<file path="src/rtl/arp_ctrl.sv">
// ---------------------------------------------------------------------------
// arp_ctrl -- ARP protocol controller with a single-entry peer cache.
//
// Sits beside an ARP frame rx/tx block on the GMII clock. It does two jobs:
//   * answers ARP requests addressed to the board (one-deep pending slot,
//     newest request wins), and
//   * resolves a user-supplied IP by broadcasting ARP requests, retrying
//     after TIMEOUT_CYC cycles up to MAX_RETRY transmissions, and stores the
//     answer in a single-entry cache.
// Replies to the network take priority over outgoing requests. The answer
// timeout keeps running while a reply is being transmitted.
//
// Parameters:
//   TIMEOUT_CYC  cycles to wait for an ARP reply before retransmitting
//   MAX_RETRY    request transmissions per resolve before failing (1..15)
//
// Ports:
//   clk, rst                  clock, asynchronous active-high reset
//   arp_rx_done               pulse: ARP frame for the board IP received
//   arp_rx_type               0 = request, 1 = reply (valid with arp_rx_done)
//   src_mac, src_ip           sender addresses (valid with arp_rx_done)
//   tx_done                   pulse: ARP frame transmission finished
//   arp_tx_en                 pulse: start an ARP transmission
//   arp_tx_type               0 = request, 1 = reply
//   des_mac, des_ip           target addresses, stable from arp_tx_en to tx_done
//   resolve_req, resolve_ip   user request to resolve an IP
//   resolve_busy              a resolve is in progress
//   resolve_ok, resolve_fail  completion pulses
//   peer_valid/mac/ip         single-entry ARP cache
//
// Build option:
//   ARP_CACHE_LEARN_EN  when defined, every received ARP request also loads
//                       its sender into the cache.
// ---------------------------------------------------------------------------
module arp_ctrl #(
    parameter int TIMEOUT_CYC = 125_000_000,
    parameter int MAX_RETRY   = 3
) (
    input  logic        clk,
    input  logic        rst,
    input  logic        arp_rx_done,
    input  logic        arp_rx_type,
    input  logic [47:0] src_mac,
    input  logic [31:0] src_ip,
    input  logic        tx_done,
    output logic        arp_tx_en,
    output logic        arp_tx_type,
    output logic [47:0] des_mac,
    output logic [31:0] des_ip,
    input  logic        resolve_req,
    input  logic [31:0] resolve_ip,
    output logic        resolve_busy,
    output logic        resolve_ok,
    output logic        resolve_fail,
    output logic        peer_valid,
    output logic [47:0] peer_mac,
    output logic [31:0] peer_ip
);

    localparam int TW = (TIMEOUT_CYC > 1) ? $clog2(TIMEOUT_CYC) : 1;

    typedef enum logic [2:0] {
        IDLE,
        TX_REPLY,
        WAIT_REPLY_DONE,
        TX_REQ,
        WAIT_REQ_DONE,
        WAIT_ANSWER
    } state_t;

    state_t        state_reg;

    // one-deep slot for an ARP request that still needs a reply
    logic          pend_valid_reg;
    logic [47:0]   pend_mac_reg;
    logic [31:0]   pend_ip_reg;

    // resolve bookkeeping
    logic [31:0]   target_ip_reg;
    logic [3:0]    retry_cnt_reg;
    logic          req_out_reg;     // request sent, waiting for the answer
    logic [TW-1:0] tmo_cnt_reg;
    logic          ok_pend_reg;     // delays resolve_ok one cycle behind the cache load

    logic          rx_request;
    logic          match_reply;
    logic          timeout_hit;
    logic          retry_left;

    always_comb begin
        rx_request  = arp_rx_done && !arp_rx_type;
        match_reply = arp_rx_done && arp_rx_type && resolve_busy &&
                      (src_ip == target_ip_reg);
        timeout_hit = req_out_reg && (tmo_cnt_reg == TW'(TIMEOUT_CYC - 1));
        retry_left  = retry_cnt_reg < 4'(MAX_RETRY);
    end

    always_ff @(posedge clk or posedge rst) begin
        if (rst) begin
            state_reg      <= IDLE;
            arp_tx_en      <= 1'b0;
            arp_tx_type    <= 1'b0;
            des_mac        <= '0;
            des_ip         <= '0;
            resolve_busy   <= 1'b0;
            resolve_ok     <= 1'b0;
            resolve_fail   <= 1'b0;
            peer_valid     <= 1'b0;
            peer_mac       <= '0;
            peer_ip        <= '0;
            pend_valid_reg <= 1'b0;
            pend_mac_reg   <= '0;
            pend_ip_reg    <= '0;
            target_ip_reg  <= '0;
            retry_cnt_reg  <= '0;
            req_out_reg    <= 1'b0;
            tmo_cnt_reg    <= '0;
            ok_pend_reg    <= 1'b0;
        end else begin
            arp_tx_en    <= 1'b0;
            resolve_fail <= 1'b0;
            resolve_ok   <= ok_pend_reg;
            ok_pend_reg  <= 1'b0;

            if (req_out_reg) begin
                tmo_cnt_reg <= tmo_cnt_reg + 1'b1;
            end

            if (resolve_req && !resolve_busy) begin
                target_ip_reg <= resolve_ip;
                resolve_busy  <= 1'b1;
                retry_cnt_reg <= '0;
            end

            case (state_reg)
                IDLE: begin
                    if (pend_valid_reg) begin
                        state_reg <= TX_REPLY;
                    end else if (req_out_reg) begin
                        state_reg <= WAIT_ANSWER;
                    end else if (resolve_busy) begin
                        state_reg <= TX_REQ;
                    end
                end

                TX_REPLY: begin
                    arp_tx_en      <= 1'b1;
                    arp_tx_type    <= 1'b1;
                    des_mac        <= pend_mac_reg;
                    des_ip         <= pend_ip_reg;
                    pend_valid_reg <= 1'b0;
                    state_reg      <= WAIT_REPLY_DONE;
                end

                WAIT_REPLY_DONE: begin
                    // IDLE hands back to WAIT_ANSWER if a request is still out
                    if (tx_done) begin
                        state_reg <= IDLE;
                    end
                end

                TX_REQ: begin
                    arp_tx_en     <= 1'b1;
                    arp_tx_type   <= 1'b0;
                    des_mac       <= 48'hFFFF_FFFF_FFFF;
                    des_ip        <= target_ip_reg;
                    retry_cnt_reg <= retry_cnt_reg + 4'd1;
                    state_reg     <= WAIT_REQ_DONE;
                end

                WAIT_REQ_DONE: begin
                    if (tx_done) begin
                        // A zero retry count means the resolve was already
                        // answered (and possibly replaced by a fresh one that
                        // has sent nothing yet), so this tx_done is dropped.
                        if (resolve_busy && (retry_cnt_reg != 4'd0) && !match_reply) begin
                            req_out_reg <= 1'b1;
                            tmo_cnt_reg <= '0;
                            state_reg   <= WAIT_ANSWER;
                        end else begin
                            state_reg <= IDLE;
                        end
                    end
                end

                WAIT_ANSWER: begin
                    if (pend_valid_reg) begin
                        state_reg <= TX_REPLY;
                    end else if (!req_out_reg) begin
                        state_reg <= IDLE;
                    end
                end

                default: state_reg <= IDLE;
            endcase

            // A matching reply beats a coincident timeout.
            if (match_reply) begin
                peer_mac     <= src_mac;
                peer_ip      <= src_ip;
                peer_valid   <= 1'b1;
                ok_pend_reg  <= 1'b1;
                resolve_busy <= 1'b0;
                req_out_reg  <= 1'b0;
            end else if (timeout_hit) begin
                req_out_reg <= 1'b0;
                if (!retry_left) begin
                    resolve_busy <= 1'b0;
                    resolve_fail <= 1'b1;
                end
            end

            // Placed after the FSM so a request arriving while the previous
            // one is being answered re-arms the slot instead of being lost.
            if (rx_request) begin
                pend_valid_reg <= 1'b1;
                pend_mac_reg   <= src_mac;
                pend_ip_reg    <= src_ip;
`ifdef ARP_CACHE_LEARN_EN
                peer_mac       <= src_mac;
                peer_ip        <= src_ip;
                peer_valid     <= 1'b1;
`else
`endif
            end
        end
    end

endmodule

</file>
<file path="config.mk">
export PLATFORM = sky130hd
export DESIGN_NAME = arp_ctrl
export DESIGN_NICKNAME = d
export VERILOG_FILES = /design/src/rtl/arp_ctrl.sv
export SDC_FILE = /design/constraint.sdc
export NUM_CORES = 1
export LEC_CHECK = 0
export CORE_MARGIN = 2
export CORE_UTILIZATION = 55
export CTS_BUF_LIST = sky130_fd_sc_hd__clkbuf_4
export DETAILED_ROUTE_END_ITERATION = 7
export GPL_ROUTABILITY_DRIVEN = 1
export HOLD_SLACK_MARGIN = 0.03
export PLACE_DENSITY_LB_ADDON = 0.05
export SLEW_MARGIN = 30
export SYNTH_ARGS = -nofsm -noshare
export SYNTH_HDL_FRONTEND = slang
export SYNTH_SLANG_ARGS = --single-unit
</file>
<file path="constraint.sdc">
create_clock -name clk -period 27.5 [get_ports clk]
set_input_delay 5.5 -clock clk [delete_from_list [all_inputs] [get_ports clk]]
set_output_delay 5.5 -clock clk [all_outputs]
set_load 0.01 [all_outputs]
</file>
==> results.sh, run 1 <==
export IMPL_status="finished clean"
export IMPL_synthTopCellsByCount="315 x dfrtp_1, 239 x nand2_1, 109 x mux2_2"
export IMPL_h_tree_depth=3
export IMPL_p_per_area_nw_per_um2=85.9
export IMPL_p_seq_share_pct=44.7
export IMPL_die_x_um=159
export IMPL_setup_violations=0
export IMPL_nFillCells=1700
export IMPL_syn2layout_area_growth_pct=30.7
export IMPL_ir_drop_mv=0.0582
export IMPL_synth_seq_cells=315
export IMPL_critical_path_arrival_ps=8590
export IMPL_power_switching_uw=485
export IMPL_leakage_uw=0.00794
export IMPL_numPortBuffers=283
export IMPL_period_minus_slack_ps=8060
export IMPL_synth_top_flop_cell="dfrtp_1"
export IMPL_comb_power_share_pct=29.7
export IMPL_hold_viol_final=0
export IMPL_drt_iter0_drc=594
export IMPL_grt_pass1_wl_um=51700
export IMPL_period_share_pct=29.3
export IMPL_cts_resized=0
export IMPL_fin_skew_ps=36.5
export IMPL_crit_chain="clkdlybuf4s50_1 -> xor2_1 -> nor4_1 -> nand3b_1 -> or4_4 -> buf_4 -> mux2_1"
export IMPL_rows=56
export IMPL_crit_required_ps=28040
export IMPL_tightest_slew_ps=856
export IMPL_cts_hold_fix_buffers=0
export IMPL_crit_path_start_kind="primary input"
export IMPL_drv_cap=0
export IMPL_postCtsSetupBuffers=0
export IMPL_dp_hpwl_um=20800
export IMPL_ant_nets=0
export IMPL_path_buf_inv=2
export IMPL_cts_tree="yes"
export IMPL_antenna_found_initial=3
export IMPL_synth_top_area_share_pct=59.8
export IMPL_cpPeakStageDelay_ps=750
export IMPL_yosysSeqAreaShare_pct=59.8
export IMPL_ff2ff_setup_slack_ps=24400
export IMPL_syn_nets=1212
export IMPL_path_clk_slew_ps=60
export IMPL_yosysMostFrequentCell="dfrtp_1"
export IMPL_r2r_cells=6
export IMPL_grt_overflow=0
export IMPL_yosysWarnings=0
export IMPL_intPower_uw=997
export IMPL_cts_sinks=315
export IMPL_cts_root_buf="clkbuf_4"
export IMPL_maxSlewHeadroom_pct=42.5
export IMPL_crit_fanout=40
export IMPL_total_power_uw=1480
export IMPL_timing_rr_start="target_ip_reg[10]"
export IMPL_fmax_mhz=124
export IMPL_synth_cell_types=41
export IMPL_wl_um=31700
export IMPL_drc=0
export IMPL_hp_class="flip-flop to flip-flop"
export IMPL_synthTopCellsByArea="dfrtp_1 60%, mux2_2 9.3%, nand2_1 6.8%"
export IMPL_cp_slowest_cell="or4_4"
export IMPL_synthArstFlopShare_pct=100
export IMPL_post_synth_cell_area_avg_um2=12.1
export IMPL_synth_edf_count=0
export IMPL_wl_per_cell_um=17.9
export IMPL_vias=9282
export IMPL_grt_usage_pct=25.6
export IMPL_place_gp_congestion=0.764
export IMPL_reg2reg_to="peer_mac[44]"
export IMPL_cts_buffers=79
export IMPL_p_clk_share_pct=25.6
export IMPL_clock_latency_ps=670
export IMPL_via_per_inst=5.26
export IMPL_synth_area_um2=13200
export IMPL_path_class="primary input to flip-flop"
export IMPL_start_util_pct=56.0
export IMPL_switching_share_pct=32.7
export IMPL_crit_path_end_kind="flip-flop"
export IMPL_core_um2=23500
export IMPL_die_area_um2=25200
export IMPL_crit_family="simple AND/OR/NAND/NOR gates"
export IMPL_rsz0062_at_grt="no"
export IMPL_grt_pass1_vias=9721
export IMPL_yosys_area_top_type="dfrtp_1"
export IMPL_layout_nets=1526
export IMPL_syn_inst=1091
export IMPL_cts_path_max_buffers=3
export IMPL_slew_violations=0
export IMPL_die_h_um=159
export IMPL_grt_max_degree=122
export IMPL_io_pins=284
export IMPL_min_to="resolve_ok"
export IMPL_hold_start="ok_pend_reg"
export IMPL_drive_gt1_share_pct=21.4
export IMPL_holdPathStages=0
export IMPL_fin_tns_setup_ps=0
export IMPL_drt_pass1_iterations=4
export IMPL_whs_ps=350
[worst reg2reg max path, delay by kind of cell, from the launching register on]
family                    cells  cell delay (ps)
xor gates and xnor gates      1              150
DFF                           1              400
and+or+nand+nor               3             1520
muxes                         1              420
buffers and inverters         1              500
[worst max path at each step]
stage               start           end  slack, ps  cells after the start
4_1_cts        src_ip[10]  peer_mac[47]      19560                      7
3_3_place_gp   src_ip[10]  peer_mac[46]      18900                      7
3_5_place_dp   src_ip[10]  peer_mac[44]      18840                      7
5_1_grt        src_ip[11]  peer_mac[44]      19380                      7
2_1_floorplan         rst     arp_tx_en      13290                      1
6_report       src_ip[10]  peer_mac[44]      19440                      7
[area by class of cell]
type / instances / area, um^2 / area share [%]
tap: 319 / 399 / 2.31
multi-input combinational: 704 / 5010 / 29.1
antenna: 1 / 2.50 / 0.0145
inverter: 10 / 45.0 / 0.261
sequential: 315 / 7890 / 45.7
clock buffer: 113 / 848 / 4.92
timing repair buffer: 295 / 2960 / 17.2
clock inverter: 9 / 87.6 / 0.508
[per-layer routing]
metal / global-route usage (%) / vias to the layer above / wire [um]
met1: 34.0 / 4592 / 13700
met5: 0 / - / 13
li1: - / 4356 / -
met2: 40.2 / 269 / 15000
met3: 7.29 / 63 / 2060
met4: 9.88 / 2 / 824
[through the flow]
stage / cells / cell area (um^2) / setup WS (ps) / utilization (%)
floorplan: 1091 / 13200 / 13290 / -
global placement: 1642 / 16300 / 18900 / 69.1
detailed placement: 1643 / 16300 / 18840 / 69.2
CTS: 1765 / 17200 / 19560 / 73.2
global route: 1766 / 17200 / 19380 / 73.2
finish: 1766 / 17200 / 19440 / 73.2
[cell families (layout without fill, tap and decap cells)]
kind of cell,count (synthesis),count (layout),synth area share [%]
DFF,315,315,59.8
and+or+nand+nor,323,323,10.6
other,0,1,0
buffers and inverters,72,427,2.53
xor gates and xnor gates,61,61,4.05
muxes,194,194,17.4
AOI/OAI and AO/OA,123,123,5.39
adders and majority gates,3,3,0.285
[placed cells by master (no fill, tap or decap), drive strengths merged, types with 2 or more instances in the layout]
cell type and n:
o22ai 2, xnor2 27, nor2 10, o21ai 88, bufinv 2, nand3 19
or4 3, nor3 7, and4 3, nor4 18, clkdlybuf4s50 283, xor2 34
ha 3, mux2 160, nor2b 3, inv 10, nand2b 4, mux2i 34
and3 7, dfrtp 315, nand2 239, clkbuf 113, buf 12, a211oi 2
clkinv 7, or2 2, nand4 4, a21oi 27
[power groups by stage]
stage	clock, uW	sequential, uW	combinational, uW
2_1_floorplan	0	670	220
3_3_place_gp	0	663	435
3_5_place_dp	0	667	445
4_1_cts	393	661	446
5_1_grt	416	677	485
6_report	379	662	441
Power figures use the tool's default switching activity.
==> inputs of run 2 (changes only) <==
--- a/config.mk
+++ b/config.mk
@@ -6,7 +6,7 @@
 export NUM_CORES = 1
 export LEC_CHECK = 0
 export CORE_MARGIN = 2
-export CORE_UTILIZATION = 55
+export CORE_UTILIZATION = 53
 export CTS_BUF_LIST = sky130_fd_sc_hd__clkbuf_4
 export DETAILED_ROUTE_END_ITERATION = 7
 export GPL_ROUTABILITY_DRIVEN = 1
==> constraint.sdc (replaced) <==
create_clock -name clk -period 8.05 [get_ports clk]
set_input_delay 1.61 -clock clk [delete_from_list [all_inputs] [get_ports clk]]
set_output_delay 1.61 -clock clk [all_outputs]
set_load 0.01 [all_outputs]
==> run 2 against run 1 <==
Against the previous run: power grew to 3.4 times the previous value; sequential cell count did not move; critical path type unchanged; critical endpoint is now peer_mac[5]; first-iteration DRC count is 23% lower; routed wire length grew 0.27%.
==> results.sh, run 2 (same netlist as run 1, synthesis figures left out) <==
export IMPL_comb_power_share_pct=29.8
export IMPL_wl_um=31700
export IMPL_ant_nets=0
export IMPL_wl_per_cell_um=17.8
export IMPL_p_clk_share_pct=26.2
export IMPL_slew_violations=0
export IMPL_holdPathStages=0
export IMPL_mostFrequentLayoutCells="314 x dfrtp_1, 283 x clkdlybuf4s50_1, 239 x nand2_1"
export IMPL_cts_sinks=315
export IMPL_crit_path_start="src_ip[6]"
export IMPL_core_um2=24400
export IMPL_grt_pass1_wl_um=51600
export IMPL_leakage_uw=0.00798
export IMPL_r2r_cells=6
export IMPL_die_x_um=162
export IMPL_period_share_pct=50.6
export IMPL_reg2reg_to="peer_mac[5]"
export IMPL_cts_root_buf="clkbuf_4"
export IMPL_place_gp_congestion=0.802
export IMPL_min_to="resolve_ok"
export IMPL_antenna_found_initial=3
export IMPL_p_per_area_nw_per_um2=295
export IMPL_fin_skew_ps=37.3
export IMPL_period_minus_slack_ps=4070
export IMPL_critical_path_arrival_ps=4600
export IMPL_cts_buffers=82
export IMPL_final_setup_worst_slack_ps=3980
export IMPL_dp_slack_ps=3320
export IMPL_clock_latency_ps=680
export IMPL_whs_ps=375
export IMPL_grt_pass1_vias=9629
export IMPL_intPower_uw=3420
export IMPL_p_seq_share_pct=44.0
export IMPL_drive_gt1_share_pct=22.0
export IMPL_grt_overflow=0
export IMPL_die_h_um=162
export IMPL_tightest_slew_ps=930
export IMPL_ff2ff_setup_slack_ps=5060
export IMPL_ir_drop_mv=0.162
export IMPL_postCtsSetupBuffers=0
export IMPL_cts_tree="yes"
export IMPL_nFillCells=1850
export IMPL_via_per_inst=5.18
export IMPL_cts_path_max_buffers=3
export IMPL_numPortBuffers=283
export IMPL_drc=0
export IMPL_h_tree_depth=3
export IMPL_fin_tns_setup_ps=0
export IMPL_rsz0062_at_grt="no"
export IMPL_layout_nets=1530
export IMPL_crit_required_ps=8580
export IMPL_crit_fanout=54
export IMPL_hold_start="ok_pend_reg"
export IMPL_crit_path_end_kind="flip-flop"
export IMPL_drv_cap=0
export IMPL_fmax_mhz=246
export IMPL_timing_rr_start="target_ip_reg[6]"
export IMPL_power_switching_uw=1680
export IMPL_path_class="primary input to flip-flop"
export IMPL_final_common_cell="dfrtp_1"
export IMPL_status="finished clean"
export IMPL_dp_cells=1648
export IMPL_drt_pass1_iterations=4
export IMPL_dp_hpwl_um=20500
export IMPL_maxSlewHeadroom_pct=38.0
export IMPL_cts_hold_fix_buffers=0
export IMPL_drt_iter0_drc=457
export IMPL_crit_path_start_kind="primary input"
export IMPL_cts_resized=0
export IMPL_grt_max_degree=165
export IMPL_syn2layout_area_growth_pct=31.2
export IMPL_switching_share_pct=32.9
export IMPL_rows=57
export IMPL_vias=9246
export IMPL_io_pins=284
export IMPL_hp_class="flip-flop to flip-flop"
export IMPL_die_area_um2=26200
export IMPL_start_util_pct=54.1
export IMPL_path_clk_slew_ps=60
export IMPL_fin_cells=1784
export IMPL_setup_violations=0
export IMPL_grt_usage_pct=25.1
export IMPL_hold_viol_final=0
run 2: power groups by stage:
stage	logic, uW	clock network, uW	registers [uW]
floorplan	753	0	2290
global placement	1510	0	2250
detailed placement	1540	0	2260
CTS	1540	1380	2240
global route	1680	1470	2300
finish	1520	1340	2240
run 2: area by class of cell:
class / count / area (um^2) / share of cell area [%]
Timing Repair Buffer: 296 / 2980 / 17.2
Sequential cell: 315 / 7890 / 45.6
Clock inverter: 11 / 72.6 / 0.419
Inverter: 10 / 41.3 / 0.239
Multi-Input combinational cell: 704 / 5010 / 29.0
Antenna cell: 3 / 7.51 / 0.0434
Tap cell: 324 / 405 / 2.34
Clock buffer: 121 / 908 / 5.25
run 2: worst max-delay path by stage:
stage | to | cells past startpoint | slack (ps)
after detailed placement | peer_mac[21] | 7 | 3320
after CTS | peer_mac[5] | 7 | 4030
after global placement | peer_mac[17] | 7 | 3350
final | peer_mac[5] | 7 | 3980
after floorplan | arp_tx_en | 1 | 2240
after global routing | peer_mac[5] | 7 | 3870
run 2: worst max-delay path, stage by stage:
cell and delay (ps):
clkdlybuf4s50_1 500, xor2_1 240, nor4_2 410, nand2_1 150, or4_4 760, buf_4 490, mux2_4 400
run 2: metrics by stage:
stage	power, uW	utilization (%)	cell area [um^2]
after floorplan	3040	-	13200
after global placement	3760	66.8	16300
after detailed placement	3800	66.8	16300
after CTS	5160	70.8	17300
after global routing	5450	71.0	17300
final	5100	71.0	17300
run 2: metal layers:
layer	wire [um]	track usage (%)	vias up	part of all wire (%)
met1	13600	33.0	4519	43
met5	0	0	-	0
met2	14900	39.1	286	47
li1	-	-	4384	-
met3	2410	8.12	57	7.6
met4	805	9.69	0	2.5
==> inputs of run 3 (changes only) <==
==> constraint.sdc (replaced) <==
create_clock -name clk -period 3.85 [get_ports clk]
set_input_delay 0.77 -clock clk [delete_from_list [all_inputs] [get_ports clk]]
set_output_delay 0.77 -clock clk [all_outputs]
set_load 0.01 [all_outputs]
==> run 3 against run 2 <==
Against the previous run: core utilization up 0.73 points; register-to-register slack lost 3800 ps; highest routed layer unchanged; final cell count increased by 0.56%; sequential share of layout area fell by 0.46 points; routed wire length is 1.6% higher.
==> results.sh, run 3 (same netlist as run 1, synthesis figures left out) <==
export IMPL_io_pins=284
export IMPL_crit_path_end_kind="flip-flop"
export IMPL_crit_fanout=73
export IMPL_via_per_inst=5.14
export IMPL_cts_sinks=315
export IMPL_setup_violations=0
export IMPL_hp_class="flip-flop to flip-flop"
export IMPL_clock_latency_ps=680
export IMPL_dp_hpwl_um=21400
export IMPL_crit_chain="clkdlybuf4s50_1 -> xor2_1 -> nor4_2 -> nand2_1 -> or4_4 -> buf_12 -> mux2_1"
export IMPL_vias=9228
export IMPL_crit_path_start_kind="primary input"
export IMPL_stdcell_area_um2=17500
export IMPL_rsz0062_at_grt="no"
export IMPL_status="finished clean"
export IMPL_drc=0
export IMPL_grt_usage_pct=25.4
export IMPL_wl_per_cell_um=18.0
export IMPL_dpl_cell_area_um2=16400
export IMPL_hold_viol_final=0
export IMPL_rows=57
export IMPL_cts_tree="yes"
export IMPL_cts_hold_fix_buffers=0
export IMPL_fmax_mhz=350
export IMPL_fin_util_pct=71.7
export IMPL_switching_share_pct=32.3
export IMPL_cts_buffers=82
export IMPL_crit_family="simple AND/OR/NAND/NOR gates"
export IMPL_slew_violations=0
export IMPL_place_gp_congestion=0.817
export IMPL_drive_gt1_share_pct=22.5
export IMPL_grt_pass1_wl_um=52300
export IMPL_tightest_slew_ps=835
export IMPL_cp_slowest_cell="or4_4"
export IMPL_die_area_um2=26200
export IMPL_cts_root_buf="clkbuf_4"
export IMPL_period_share_pct=74.3
export IMPL_dp_slack_ps=406
export IMPL_cts_path_max_buffers=3
export IMPL_maxSlewHeadroom_pct=44.3
export IMPL_period_minus_slack_ps=2860
export IMPL_final_setup_worst_slack_ps=991
export IMPL_comb_power_share_pct=29.1
export IMPL_core_um2=24400
export IMPL_numPortBuffers=283
export IMPL_antenna_found_initial=2
export IMPL_intPower_uw=7380
export IMPL_path_buf_inv=2
export IMPL_power_switching_uw=3530
export IMPL_cts_resized=0
export IMPL_layout_nets=1538
export IMPL_final_common_cell="dfrtp_1"
export IMPL_crit_required_ps=4380
export IMPL_die_h_um=162
export IMPL_die_x_um=162
export IMPL_total_power_uw=10900
export IMPL_mostFrequentLayoutCells="314 x dfrtp_1, 283 x clkdlybuf4s50_1, 239 x nand2_1"
export IMPL_drt_iter0_drc=504
export IMPL_grt_overflow=0
export IMPL_h_tree_depth=3
export IMPL_ant_nets=0
export IMPL_fin_skew_ps=28.1
export IMPL_path_class="primary input to flip-flop"
export IMPL_grt_max_degree=83
export IMPL_p_per_area_nw_per_um2=624
export IMPL_leakage_uw=0.00807
export IMPL_whs_ps=362
export IMPL_drt_pass1_iterations=4
export IMPL_path_clk_slew_ps=60
export IMPL_syn2layout_area_growth_pct=32.6
export IMPL_ir_drop_mv=0.361
export IMPL_grt_pass1_vias=9730
export IMPL_postCtsSetupBuffers=0
export IMPL_p_seq_share_pct=43.2
export IMPL_wl_um=32200
export IMPL_nFillCells=1802
export IMPL_cpPeakStageDelay_ps=570
export IMPL_critical_path_arrival_ps=3390
export IMPL_drv_cap=0
export IMPL_start_util_pct=54.1
export IMPL_p_clk_share_pct=27.7
run 3: cell count changes in the layout (fill, tap and decap cells not counted):
cell / previous run / this run
buf_16: 1 / 0
clkinv_4: 1 / 0
inv_2: 3 / 1
diode_2: 3 / 4
buf_4: 10 / 15
buf_12: 2 / 6
clkinv_1: 6 / 5
bufinv_16: 1 / 4
clkbuf_4: 121 / 123
run 3: worst reg2reg max path, cell delays in order (launching register included):
cell and delay (ps):
dfrtp_1 400, xor2_1 200, nor4_2 420, nand2_1 150
or4_4 570, buf_12 240, mux2_1 510
run 3: routing by layer:
layer / share of wire (%) / GRT usage, %
met1: 43 / 33.9
met2: 47 / 39.7
met3: 7.3 / 7.81
met4: 2.2 / 9.37
met5: 0 / 0
run 3: stage by stage:
step | setup TNS [ps] | cells
6_report | 0 | 1794
5_1_grt | 0 | 1792
4_1_cts | 0 | 1790
3_5_place_dp | 0 | 1657
3_3_place_gp | 0 | 1657
2_1_floorplan | -351810 | 1091
run 3: power by group through the flow:
stage / registers, uW / logic [uW] / clock network [uW]
after floorplan: 4790 / 1570 / 0
after CTS: 4710 / 3230 / 3100
after global routing: 4820 / 3510 / 3300
after global placement: 4740 / 3140 / 0
final: 4710 / 3180 / 3020
after detailed placement: 4760 / 3210 / 0
run 3: final timing paths:
path / to / cells after the start / slack (ps) / startpoint
worst max-delay path: peer_mac[45] / 7 / 990 / src_ip[6]
worst min-delay path: resolve_ok / 0 / 360 / ok_pend_reg
worst max register to register: peer_mac[45] / 6 / 1220 / target_ip_reg[6]
worst min register to register: resolve_ok / 0 / 360 / ok_pend_reg
min in group asynchronous: des_mac[7] / 2 / 610 / rst
max in group asynchronous: target_ip_reg[8] / 3 / 2410 / rst
run 3: final cells by class:
type                       instances  area (um^2)  share of cell area, %
tap                              324          405                   2.32
clock inverter                    10          143                  0.816
clock buffer                     123          923                   5.28
timing repair buffer             304         3070                   17.5
antenna                            4         10.0                 0.0572
inverter                          10         41.3                  0.236
multi-input combinational        704         5010                   28.7
sequential                       315         7890                   45.1
==> RTL edit: new RTL, config.mk and constraints of run 2 <==
Build with the macro `ARP_CACHE_LEARN_EN` defined.
--- a/src/rtl/arp_ctrl.sv
+++ b/src/rtl/arp_ctrl.sv
@@ -33,4 +33,6 @@
 //                       its sender into the cache.
 // ---------------------------------------------------------------------------
+`define ARP_CACHE_LEARN_EN
+
 module arp_ctrl #(
     parameter int TIMEOUT_CYC = 125_000_000,
Formal check against the unedited RTL: not equivalent (Yosys sat finds a counterexample within 4 cycles, from zero or initial values and one cycle with rst high).
==> RTL edit against run 2 <==
Critical path depth is the same; area after synthesis grew 0.67%; sequential cell count stayed put; wire length increased by 3.9%; final cell count up 9.4%; power up 0.90%; design area grew 0.76%; sequential power shrank 2%; critical path type unchanged; largest cell class unchanged; via count is 6.9% higher; die area rose by 0.66%; worst setup slack gained 0.47 ns.
==> RTL edit: results (changes against run 2) <==
nFillCells: 1889  # +2.1%
antenna_found_initial: 2  # -1
layout-drive-gt1-share_pct: 14.15  # -7.8 points
min_path_cells: 0  # unchanged
wl_met2_mm: 16.01  # +7.5%
io_buffers: 283  # unchanged
insertion_delay_ns: 0.68  # about the same
wl_per_cell_microns: 16.90  # -5.0%
critPathTopFamily: "buffers and inverters"
finalClockSkew_ns: 0.04460  # +0.007282 ns
grt_pass1_wl_mm: 54.17  # +5.1%
route.top_layer_used: "met4"
cts-resized-gates: 0  # unchanged
nNetsFinal: 1690  # +10%
pre_cts_slack_ns: 3.764  # +0.4463 ns
wl_met1_mm: 13.76  # +0.95%
syn_nets: 1378  # +14%
r2r_cells: 7  # +1
synth_cell_types: 41  # unchanged
yosysSeqAreaShare_pct: 59.36  # -0.40 points
dp_cells: 1809  # +9.8%
cts_inserted_buffers: 81  # -1.2%
ir_worst_vdd_mv: 0.1886  # +17%
gp_congestion: 0.7878  # -1.7%
grt_usage_pct: 26.01  # +0.95 points
status: "completed"
met3_length_mm: 2.574  # +6.8%
h-tree-depth: 3  # unchanged
routed-via-count: 9880  # +6.9%
firstDrtPassIters: 6  # +2
dpl_cell_area_sq_um: 16370  # +0.45%
finalWirelength_mm: 32.98  # +3.9%
dp_hpwl_mm: 20.87  # +1.8%
cts-root-buf: "clkbuf_4"
critPathMaxFanout: 50  # -7.4%
ys_top_cells_by_count: "nand2_1, dfrtp_1, o21ai_0"
drt-initial-drc-count: 606  # +33%
hold_path.class: "reg -> reg"
synth.area.top_cells: "dfrtp_1, nand2_1, mux2_4"
clockBufferDepth: 3  # unchanged
grt_max_degree: 183  # +11%
post_cts_buffers: 0  # unchanged
slowest_stage: "buf_4"
p_leak_nw: 8.445  # +5.8%
maxSlewHeadroom_pct: 33.17  # -4.9 points
critPathMaxStageDelay_ns: 0.79  # +0.03 ns
synth_cells: 1257  # +15%
cts.clk_slew.worst_paths_ns: 0.06  # about the same
ys_warn_count: 0  # unchanged
async_flop_share_pct: 100.0  # unchanged
grt_pass1_vias: 10380  # +7.8%
## RTL edit: cells by family (layout without fill, tap and decap cells)
family	after synthesis	count (layout)	share of synthesized area (%)
AOI/OAI and AO/OA	98	98	3.986
xor gates and xnor gates	61	61	4.023
adders and majority gates	3	3	0.2827
buffers and inverters	75	443	2.601
DFF	315	315	59.36
muxes	114	114	11.58
other	0	2	0
and+or+nand+nor	591	591	18.17
## RTL edit: final cells by class
cell class                 count  area (sq um)  area share [%]
tap                          324         405.4           2.324
antenna                        2         5.005         0.02869
inverter                       8         33.78          0.1937
clock inverter                24         173.9          0.9971
multi-input combinational    867          5082           29.14
sequential                   315          7886           45.22
clock buffer                 115         863.3           4.950
timing repair buffer         296          2992           17.15
## RTL edit: worst paths after layout
path                              startpoint               to  slack [ns]
worst max register to register  state_reg[1]   tmo_cnt_reg[0]        5.17
worst min-delay path             ok_pend_reg       resolve_ok        0.34
max in group asynchronous                rst     state_reg[1]        5.55
min in group asynchronous                rst  pend_ip_reg[25]        1.36
worst max-delay path              src_ip[29]     peer_mac[35]        4.45
worst min register to register   ok_pend_reg       resolve_ok        0.34
## RTL edit: report_power, final
part           internal, W  switching [W]  leakage [nW]
clock network     0.000753       0.000647         0.622
logic             0.000792       0.000766          3.93
registers          0.00194       0.000247          3.89
## RTL edit: per-layer routing
| metal | GRT usage, % | vias to the layer above |
|---|---|---|
| li1 | - | 4743 |
| met4 | 8.648 | 0 |
| met1 | 33.00 | 4796 |
| met3 | 8.018 | 49 |
| met5 | 0 | - |
| met2 | 42.84 | 292 |
